===== src/rtl/if_fetch_stage_if.sv =====
// Instruction-memory request/acknowledge bus between the fetch stage and
// a variable-latency instruction memory.
//   imem_req   : fetch stage has a request outstanding
//   imem_addr  : request address, held stable until acknowledged
//   imem_ack   : memory completion, imem_rdata valid in the same cycle
//   imem_rdata : fetched instruction word
// Modports: master = fetch stage, slave = memory.
interface if_fetch_stage_if #(
  parameter int ADDR_W  = 12,
  parameter int INSTR_W = 19
);
  logic               imem_req;
  logic [ADDR_W-1:0]  imem_addr;
  logic               imem_ack;
  logic [INSTR_W-1:0] imem_rdata;

  modport master (
    output imem_req,
    output imem_addr,
    input  imem_ack,
    input  imem_rdata
  );

  modport slave (
    input  imem_req,
    input  imem_addr,
    output imem_ack,
    output imem_rdata
  );
endinterface


===== src/rtl/if_fetch_stage.sv =====
// Instruction-fetch stage feeding the IF/ID pipeline register.
// Owns the PC, issues one request at a time to the instruction memory and
// presents the fetched word with its PC+1 and a valid flag to IF/ID.
// Ports:
//   clk             : clock, rising edge
//   rst             : synchronous reset, active-low
//   stall           : IF/ID not accepting this cycle
//   branch_taken    : one-cycle redirect pulse from a later stage
//   branch_target   : redirect PC, valid with branch_taken
//   imem            : instruction-memory bus (master side)
//   PR0_valid       : PR0_* hold a live instruction; low = bubble
//   PR0_instruction : instruction to IF/ID
//   PR0_PC_plus1    : address of the fetched instruction + 1
module if_fetch_stage #(
  parameter int              ADDR_W   = 12,
  parameter int              INSTR_W  = 19,
  parameter logic [ADDR_W-1:0] RESET_PC = '0
) (
  input  logic                clk,
  input  logic                rst,
  input  logic                stall,
  input  logic                branch_taken,
  input  logic [ADDR_W-1:0]   branch_target,
  if_fetch_stage_if.master    imem,
  output logic                PR0_valid,
  output logic [INSTR_W-1:0]  PR0_instruction,
  output logic [ADDR_W-1:0]   PR0_PC_plus1
);

  typedef enum logic [1:0] {
    S_FETCH = 2'd0,  // request outstanding
    S_VALID = 2'd1,  // instruction held for IF/ID
    S_DROP  = 2'd2   // redirect pending behind an unacked request
  } state_t;

  state_t               state_q, state_d;
  logic [ADDR_W-1:0]    pc_q, pc_d;
  logic [ADDR_W-1:0]    target_q, target_d;
  logic                 valid_q, valid_d;
  logic [INSTR_W-1:0]   instr_q, instr_d;
  logic [ADDR_W-1:0]    pc_plus1_q, pc_plus1_d;
  logic [ADDR_W-1:0]    pc_inc;

  // Wraps modulo 2^ADDR_W by construction of the width.
  assign pc_inc = pc_q + ADDR_W'(1);

  always_comb begin
    state_d    = state_q;
    pc_d       = pc_q;
    target_d   = target_q;
    valid_d    = valid_q;
    instr_d    = instr_q;
    pc_plus1_d = pc_plus1_q;

    unique case (state_q)
      S_FETCH: begin
        if (imem.imem_ack) begin
          if (branch_taken) begin
            // Returned word belongs to the squashed path.
            pc_d = branch_target;
          end else begin
            instr_d    = imem.imem_rdata;
            pc_plus1_d = pc_inc;
            valid_d    = 1'b1;
            state_d    = S_VALID;
          end
        end else if (branch_taken) begin
          // Address must stay stable until ack, so park the target.
          target_d = branch_target;
          state_d  = S_DROP;
        end
      end
      S_VALID: begin
        // Redirect wins over stall: the held instruction is wrong-path.
        if (branch_taken) begin
          valid_d = 1'b0;
          pc_d    = branch_target;
          state_d = S_FETCH;
        end else if (!stall) begin
          valid_d = 1'b0;
          pc_d    = pc_inc;
          state_d = S_FETCH;
        end
      end
      S_DROP: begin
        if (imem.imem_ack) begin
          pc_d    = branch_taken ? branch_target : target_q;
          state_d = S_FETCH;
        end else if (branch_taken) begin
          target_d = branch_target;
        end
      end
      default: begin
        state_d = S_FETCH;
      end
    endcase
  end

  always_ff @(posedge clk) begin
    if (!rst) begin
      state_q    <= S_FETCH;
      pc_q       <= RESET_PC;
      target_q   <= '0;
      valid_q    <= 1'b0;
      instr_q    <= '0;
      pc_plus1_q <= '0;
    end else begin
      state_q    <= state_d;
      pc_q       <= pc_d;
      target_q   <= target_d;
      valid_q    <= valid_d;
      instr_q    <= instr_d;
      pc_plus1_q <= pc_plus1_d;
    end
  end

  // Request drops combinationally under reset so an in-flight fetch is abandoned.
  assign imem.imem_req  = rst && ((state_q == S_FETCH) || (state_q == S_DROP));
  assign imem.imem_addr = pc_q;

  assign PR0_valid       = valid_q;
  assign PR0_instruction = instr_q;
  assign PR0_PC_plus1    = pc_plus1_q;

endmodule


===== src/flat_wrapper.sv =====
// flat-port wrapper written by rule: the top's interface ports become plain ports
module if_fetch_stage_flat 
#(
  parameter int              ADDR_W   = 12,
  parameter int              INSTR_W  = 19,
  parameter logic [ADDR_W-1:0] RESET_PC = '0
)
  (clk, rst, stall, branch_taken, branch_target, PR0_valid, PR0_instruction, PR0_PC_plus1, imem_imem_req, imem_imem_addr, imem_imem_ack, imem_imem_rdata);
  if_fetch_stage_if #(.ADDR_W(ADDR_W), .INSTR_W(INSTR_W)) imem_i ();
  input  logic clk;
  input  logic rst;
  input  logic stall;
  input  logic branch_taken;
  input  logic [ADDR_W-1:0] branch_target;
  output logic PR0_valid;
  output logic [INSTR_W-1:0] PR0_instruction;
  output logic [ADDR_W-1:0] PR0_PC_plus1;
  output wire logic [$bits(imem_i.imem_req)-1:0] imem_imem_req;
  output wire logic [$bits(imem_i.imem_addr)-1:0] imem_imem_addr;
  input wire logic [$bits(imem_i.imem_ack)-1:0] imem_imem_ack;
  input wire logic [$bits(imem_i.imem_rdata)-1:0] imem_imem_rdata;
  assign imem_imem_req = imem_i.imem_req;
  assign imem_imem_addr = imem_i.imem_addr;
  assign imem_i.imem_ack = imem_imem_ack;
  assign imem_i.imem_rdata = imem_imem_rdata;
  if_fetch_stage #(.ADDR_W(ADDR_W), .INSTR_W(INSTR_W), .RESET_PC(RESET_PC)) u_core (.clk(clk), .rst(rst), .stall(stall), .branch_taken(branch_taken), .branch_target(branch_target), .imem(imem_i), .PR0_valid(PR0_valid), .PR0_instruction(PR0_instruction), .PR0_PC_plus1(PR0_PC_plus1));
endmodule

===== config.mk =====
export PLATFORM = sky130hd
export DESIGN_NAME = if_fetch_stage_flat
export DESIGN_NICKNAME = d
export VERILOG_FILES = /design/src/rtl/if_fetch_stage_if.sv /design/src/rtl/if_fetch_stage.sv /design/src/flat_wrapper.sv
export SDC_FILE = /design/constraint.sdc
export NUM_CORES = 1
export LEC_CHECK = 0
export CORE_UTILIZATION = 35
export CTS_CLUSTER_SIZE = 14
export DETAILED_ROUTE_END_ITERATION = 10
export HOLD_SLACK_MARGIN = 0.08
export PLACE_DENSITY = 0.63
export SETUP_SLACK_MARGIN = 0.4
export SYNTH_ARGS = -nofsm -noshare
export SYNTH_HDL_FRONTEND = slang
export SYNTH_SLANG_ARGS = --single-unit

===== constraint.sdc =====
create_clock -name clk -period 2.4 [get_ports clk]
set_input_delay 0.24 -clock clk [delete_from_list [all_inputs] [get_ports clk]]
set_output_delay 0.24 -clock clk [all_outputs]
set_load 0.03 [all_outputs]

==> impl_metrics.env, run 1 <==
export IMPL_synth_most_common_cell="dfxtp_1"
export IMPL_synthCells=349
export IMPL_crit_path_start_kind="flop"
export IMPL_wl_per_cell_microns=14.5
export IMPL_die_h_microns=92.6
export IMPL_syn_nets=389
export IMPL_hold_violations=0
export IMPL_drv_cap=0
export IMPL_syn_area_per_cell_sq_um=8.23
export IMPL_yosys_top_cells_area="dfxtp_1, nand2_1, mux2i_1, a21oi_1, nor2_1"
export IMPL_ys_top_cells_by_count="dfxtp_1, nand2_1, nor2_1"
export IMPL_maxSlewViolCount=0
export IMPL_io_pins=81
export IMPL_grt_overflow_total=0
export IMPL_power_density_mw_per_mm2=698
export IMPL_placementRows=32
export IMPL_finalSetupViolCount=0
export IMPL_yosysTopAreaCell="dfxtp_1"
export IMPL_fin_crit_sh_pct=78.1
export IMPL_grtUsageTotal_pct=18.6
export IMPL_reg2reg_depth=7
export IMPL_ir_drop_mv=0.371
export IMPL_initial_core_util_pct=36.6
export IMPL_async_reset_ff_share_pct=0
export IMPL_tightest_slew_ps=442
export IMPL_cp_arrival_ps=2070
export IMPL_grt_pass1_vias=2440
export IMPL_clkLatencyLatePin_ps=330
export IMPL_required_ps=2600
export IMPL_postRouteAntennaNets=0
export IMPL_antenna_cells=0
export IMPL_cts_sinks=58
export IMPL_drtIter0Drc=231
export IMPL_holdBufCountCts=0
export IMPL_hold_path_cell_count=2
export IMPL_dr_total_vias=2814
export IMPL_leakage_nw=1.47
export IMPL_tritoncts_num_buffers=9
export IMPL_postLayoutCoreUtil_pct=51.0
export IMPL_antenna_found_initial=0
export IMPL_port_buffer_count=80
export IMPL_clockBufferDepth=2
export IMPL_grt_setup_unrepaired="yes"
export IMPL_maxClockFrequency_mhz=533
export IMPL_skew_ps=4.80
export IMPL_area_growth_pct=39.4
export IMPL_die_width_microns=92.6
export IMPL_grt_pass1_wl_microns=12400
export IMPL_clk_pin_slew_ps=70
export IMPL_synth_main_ff_cell="dfxtp_1"
export IMPL_yosys_warnings=0
export IMPL_core_area_sq_mm=0.00785
export IMPL_grt_start_max_net_pins=35
export IMPL_crit_path_end_kind="flop"
export IMPL_synth_area_sq_mm=0.00287
export IMPL_gp_congestion=0.841
export IMPL_fin_crit_ps=1880
export IMPL_remaining_drc_errors=0
export IMPL_drive_gt1_share_pct=10.3
export IMPL_synth_top_area_share_pct=40.4
export IMPL_cts_root_buf="clkbuf_8"
export IMPL_crit_fanout=10
export IMPL_cts_htree_levels=3
export IMPL_outcome="completed"
export IMPL_via_per_inst=5.30
export IMPL_drt_pre_antenna_iters=5
export IMPL_yosysSeqAreaShare_pct=40.4
export IMPL_worstSetupPathType="reg -> reg"
export IMPL_hold_class="reg -> reg"
export IMPL_die_area_sq_mm=0.00858
export IMPL_layout_nets=464
export IMPL_cts_tree="done"
export IMPL_slew_headroom_pct=70.5
export IMPL_post_cts_buffers=0
export IMPL_yosys_register_bits=58
export IMPL_hpwl_microns=5540
export IMPL_setup_tns_ps=0
export IMPL_synth_cell_types=55
export IMPL_wirelength_microns=7730
export IMPL_synth_edf_count=0
registers in the layout (all words and copies together) (netlist names):
signal and count:
u_core.PR0_PC_plus1 12, u_core.PR0_instruction 19, u_core.PR0_valid 1, u_core.imem.imem_addr 12, u_core.state_q 2, u_core.target_q 12
routing by layer:
layer	share of wire [%]	global-route usage, %
met1	48	25.6
met2	45	28.3
met3	6.0	3.61
met4	1.3	7.44
met5	0	0
power breakdown:
group	leakage [nW]	internal, W	switching (W)
registers	0.475	0.00103	0.0000692
logic	0.875	0.000283	0.000363
clock network	0.119	0.000668	0.000380
total	1.47	0.00198	0.000812
worst paths after layout:
check	slack (ps)	from	endpoint
max	520	u_core.state_q[1]	u_core.imem.imem_addr[7]
min	450	u_core.PR0_instruction[12]	u_core.PR0_instruction[12]
max reg2reg	520	u_core.state_q[1]	u_core.imem.imem_addr[7]
min reg2reg	450	u_core.PR0_instruction[12]	u_core.PR0_instruction[12]
logic make-up after synthesis:
logic type | after synthesis | share of synthesized area [%]
and+or+nand+nor | 129 | 21.1
AOI/OAI and AO/OA | 95 | 22.0
DFF | 58 | 40.4
buffers and inverters | 37 | 6.05
muxes | 18 | 6.31
xor gates and xnor gates | 8 | 2.44
adders and majority gates | 4 | 1.74
cells in the final DEF, fill, tap and decap left out, types with 4 or more instances in the layout:
cell,count
inv_1,8
dfxtp_1,58
o21ai_0,15
nand3_1,10
a221oi_1,5
clkdlybuf4s50_1,79
nand2_1,51
nor2_1,33
nor4_1,5
o21ai_1,4
a211oi_1,6
xnor2_1,8
a21oi_1,30
o211ai_1,7
buf_4,11
a22o_1,5
mux2i_1,17
clkbuf_8,12
nor3_1,9
what timing repair did:
item / 4_1_cts / 5_1_grt
endpoints found under the setup margin: 12 / 11
gates resized for setup: 1 / 4
pin swaps: 0 / 1
worst max-delay path: stages (launching register included):
cell	delay, ps
dfxtp_1	360
inv_1	70
ha_1	320
buf_4	230
nand2_1	60
nand2_1	170
a222oi_1	380
o32ai_1	160
stage by stage:
step / area (sq um) / total power (W) / instances / hold WS [ps] / worst slack [ps]
3_3_place_gp: 3760 / 0.00176 / 515 / 442 / 419
4_1_cts: 4000 / 0.00282 / 531 / 445 / 454
6_report: 4010 / 0.00280 / 531 / 454 / 524
2_1_floorplan: 2870 / 0.00150 / 349 / 376 / 581
3_5_place_dp: 3760 / 0.00176 / 515 / 449 / 381
5_1_grt: 4010 / 0.00293 / 531 / 460 / 384
cell type report:
type                            instances  area, sq um
Multi-Input combinational cell        254         1550
Timing Repair Buffer                   91          893
Tap cell                              102          128
Clock buffer                           12          165
Clock inverter                          4         72.6
Inverter                               10         37.5
Fill cell                             740         3840
Sequential cell                        58         1160
Power figures use the tool's default switching activity.
==> run 2: changes to the inputs <==
--- a/config.mk
+++ b/config.mk
@@ -9,7 +9,7 @@
 export CTS_CLUSTER_SIZE = 14
 export DETAILED_ROUTE_END_ITERATION = 10
 export HOLD_SLACK_MARGIN = 0.08
-export PLACE_DENSITY = 0.63
+export PLACE_DENSITY = 0.65
 export SETUP_SLACK_MARGIN = 0.4
 export SYNTH_ARGS = -nofsm -noshare
 export SYNTH_HDL_FRONTEND = slang
==> constraint.sdc (replaced) <==
create_clock -name clk -period 1.54 [get_ports clk]
set_input_delay 0.154 -clock clk [delete_from_list [all_inputs] [get_ports clk]]
set_output_delay 0.154 -clock clk [all_outputs]
set_load 0.03 [all_outputs]
==> run 2 against run 1 <==
Largest cell class unchanged. Clock-buffer cell count fell by 1. Fmax rose by 13%. Clock power rose by 50%. Non-clock buffer count rose by 53. Sequential share of layout area fell by 5.2 points. Global-route usage rose by 3.5 points. First-iteration DRC count rose by 8.2%. Die area did not move. Final cell count rose by 10%. The run now ends with setup timing left.
==> impl_metrics.env, run 2 (synthesis results as in run 1) <==
export IMPL_outcome="complete, but fails checks"
export IMPL_violations="setup timing"
export IMPL_maxSlewViolCount=0
export IMPL_hold_violations=0
export IMPL_multi_input_area_sq_mm=0.00210
export IMPL_cp_arrival_ps=1870
export IMPL_hold_path_cell_count=3
export IMPL_via_per_inst=5.28
export IMPL_r2r_end="u_core.imem.imem_addr[8]"
export IMPL_cts_tree="done"
export IMPL_tightest_slew_ps=518
export IMPL_crit_slowest_cell="dfxtp_2"
export IMPL_grt_setup_unrepaired="yes"
export IMPL_crit_path_end_kind="flop"
export IMPL_grtUsageTotal_pct=22.1
export IMPL_skew_ps=5.87
export IMPL_fin_cells=584
export IMPL_hp_start="imem_imem_rdata[8]"
export IMPL_area_growth_pct=75.6
export IMPL_placementRows=32
export IMPL_nFillCells=634
export IMPL_final_common_cell="dfxtp_1"
export IMPL_crit_path_start_kind="flop"
export IMPL_worstSetupPathType="reg -> reg"
export IMPL_drt_pre_antenna_iters=5
export IMPL_largest_register_ffs=19
export IMPL_drtIter0Drc=250
export IMPL_hold_class="in -> reg"
export IMPL_holdBufCountCts=0
export IMPL_hold_end="u_core.PR0_instruction[8]"
export IMPL_initial_core_util_pct=36.6
export IMPL_fin_crit_ps=1650
export IMPL_drv_cap=0
export IMPL_die_width_microns=92.6
export IMPL_seq_area_sq_mm=0.00120
export IMPL_postRouteAntennaNets=0
export IMPL_maxClockFrequency_mhz=605
export IMPL_grt_pass1_vias=2860
export IMPL_grt_pass1_wl_microns=14900
export IMPL_cts_sinks=58
export IMPL_dr_total_vias=3086
export IMPL_cts_htree_levels=3
export IMPL_layout_common_cells="dfxtp_1, buf_4, clkdlybuf4s50_1"
export IMPL_path_buf_inv=3
export IMPL_path_cells="inv_4 -> ha_4 -> buf_6 -> a21oi_4 -> o221ai_2 -> buf_12 -> nor4_4 -> nor4_2"
export IMPL_hpwl_microns=6070
export IMPL_wirelength_microns=9840
export IMPL_die_h_microns=92.6
export IMPL_finalSetupViolCount=18
export IMPL_whs_ps=384
export IMPL_layout_nets=517
export IMPL_port_buffer_count=80
export IMPL_cpPeakStageDelay_ps=350
export IMPL_cp_top_family="simple AND/OR/NAND/NOR gates"
export IMPL_tritoncts_num_buffers=9
export IMPL_remaining_drc_errors=0
export IMPL_leakage_nw=2.04
export IMPL_io_pins=81
export IMPL_antenna_cells=0
export IMPL_slew_headroom_pct=65.2
export IMPL_setup_slack_ps=-113
export IMPL_r2r_slack_ps=-110
export IMPL_power_density_mw_per_mm2=954
export IMPL_grt_start_max_net_pins=30
export IMPL_r2r_start="u_core.state_q[1]"
export IMPL_gp_congestion=0.883
export IMPL_place_inst=543
export IMPL_cts_root_buf="clkbuf_8"
export IMPL_clkLatencyLatePin_ps=340
export IMPL_antenna_found_initial=0
export IMPL_grt_overflow_total=0
export IMPL_drive_gt1_share_pct=51.0
export IMPL_reg2reg_depth=8
export IMPL_crit_fanout=10
export IMPL_fin_crit_sh_pct=107
export IMPL_clk_pin_slew_ps=70
export IMPL_core_area_sq_mm=0.00785
export IMPL_clockBufferDepth=2
export IMPL_ir_drop_mv=0.534
export IMPL_wl_per_cell_microns=16.9
export IMPL_die_area_sq_mm=0.00858
export IMPL_required_ps=1760
## run 2: through the flow
step	power [W]	worst slack, ps	cell area (sq um)	util (%)	TNS, ps
final	0.00482	-113	5050	64.3	-703
after global routing	0.00502	-175	5050	64.3	-2760
after CTS	0.00467	-66.9	4810	61.3	-287
after detailed placement	0.00294	-188	4190	53.3	-5840
after global placement	0.00292	-165	4190	53.3	-4780
after floorplan	0.00245	31.4	3110	-	0
## run 2: metal layers
metal / wire length [microns] / up-vias / share of wire (%) / track usage [%]
met5: 0 / - / 0 / 0
li1: - / 1512 / - / -
met2: 4790 / 101 / 49 / 35.4
met1: 4380 / 1458 / 44 / 30.0
met3: 515 / 15 / 5.2 / 3.61
met4: 155 / 0 / 1.6 / 7.56
## run 2: worst max path at each step
stage                                          end  cells past startpoint         startpoint
after global placement    u_core.imem.imem_addr[0]                      6       branch_taken
final                     u_core.imem.imem_addr[8]                      8  u_core.state_q[1]
after global routing      u_core.imem.imem_addr[8]                      8  u_core.state_q[1]
after floorplan                 u_core.target_q[1]                      9  u_core.state_q[0]
after CTS                 u_core.imem.imem_addr[7]                      7  u_core.state_q[0]
after detailed placement  u_core.imem.imem_addr[0]                      7  u_core.state_q[1]
## run 2: power breakdown
part	switching (W)	leakage, nW	internal [W]
Sequential	0.000126	0.483	0.00162
Clock	0.000628	0.114	0.000951
Combinational	0.000784	1.44	0.000708
Total	0.00154	2.04	0.00328
## run 2: timing repair
item / in CTS / in global routing
gates resized for setup: 261 / 104
gates cloned: 5 / 2
pin swaps: 37 / 24
endpoints found under the setup margin: 103 / 84
setup buffers: 7 / 11
## run 2: cell type report
class	instances	share of cell area [%]
Clock inverter	5	1.51
Sequential cell	58	23.8
Clock buffer	11	2.80
Multi-Input combinational cell	254	41.5
Inverter	10	0.843
Tap cell	102	2.53
Timing Repair Buffer	144	27.0
## run 2: worst min-delay path: stages
cell and delay, ps:
clkdlybuf4s50_1 410, nand2_2 70, a21oi_2 40
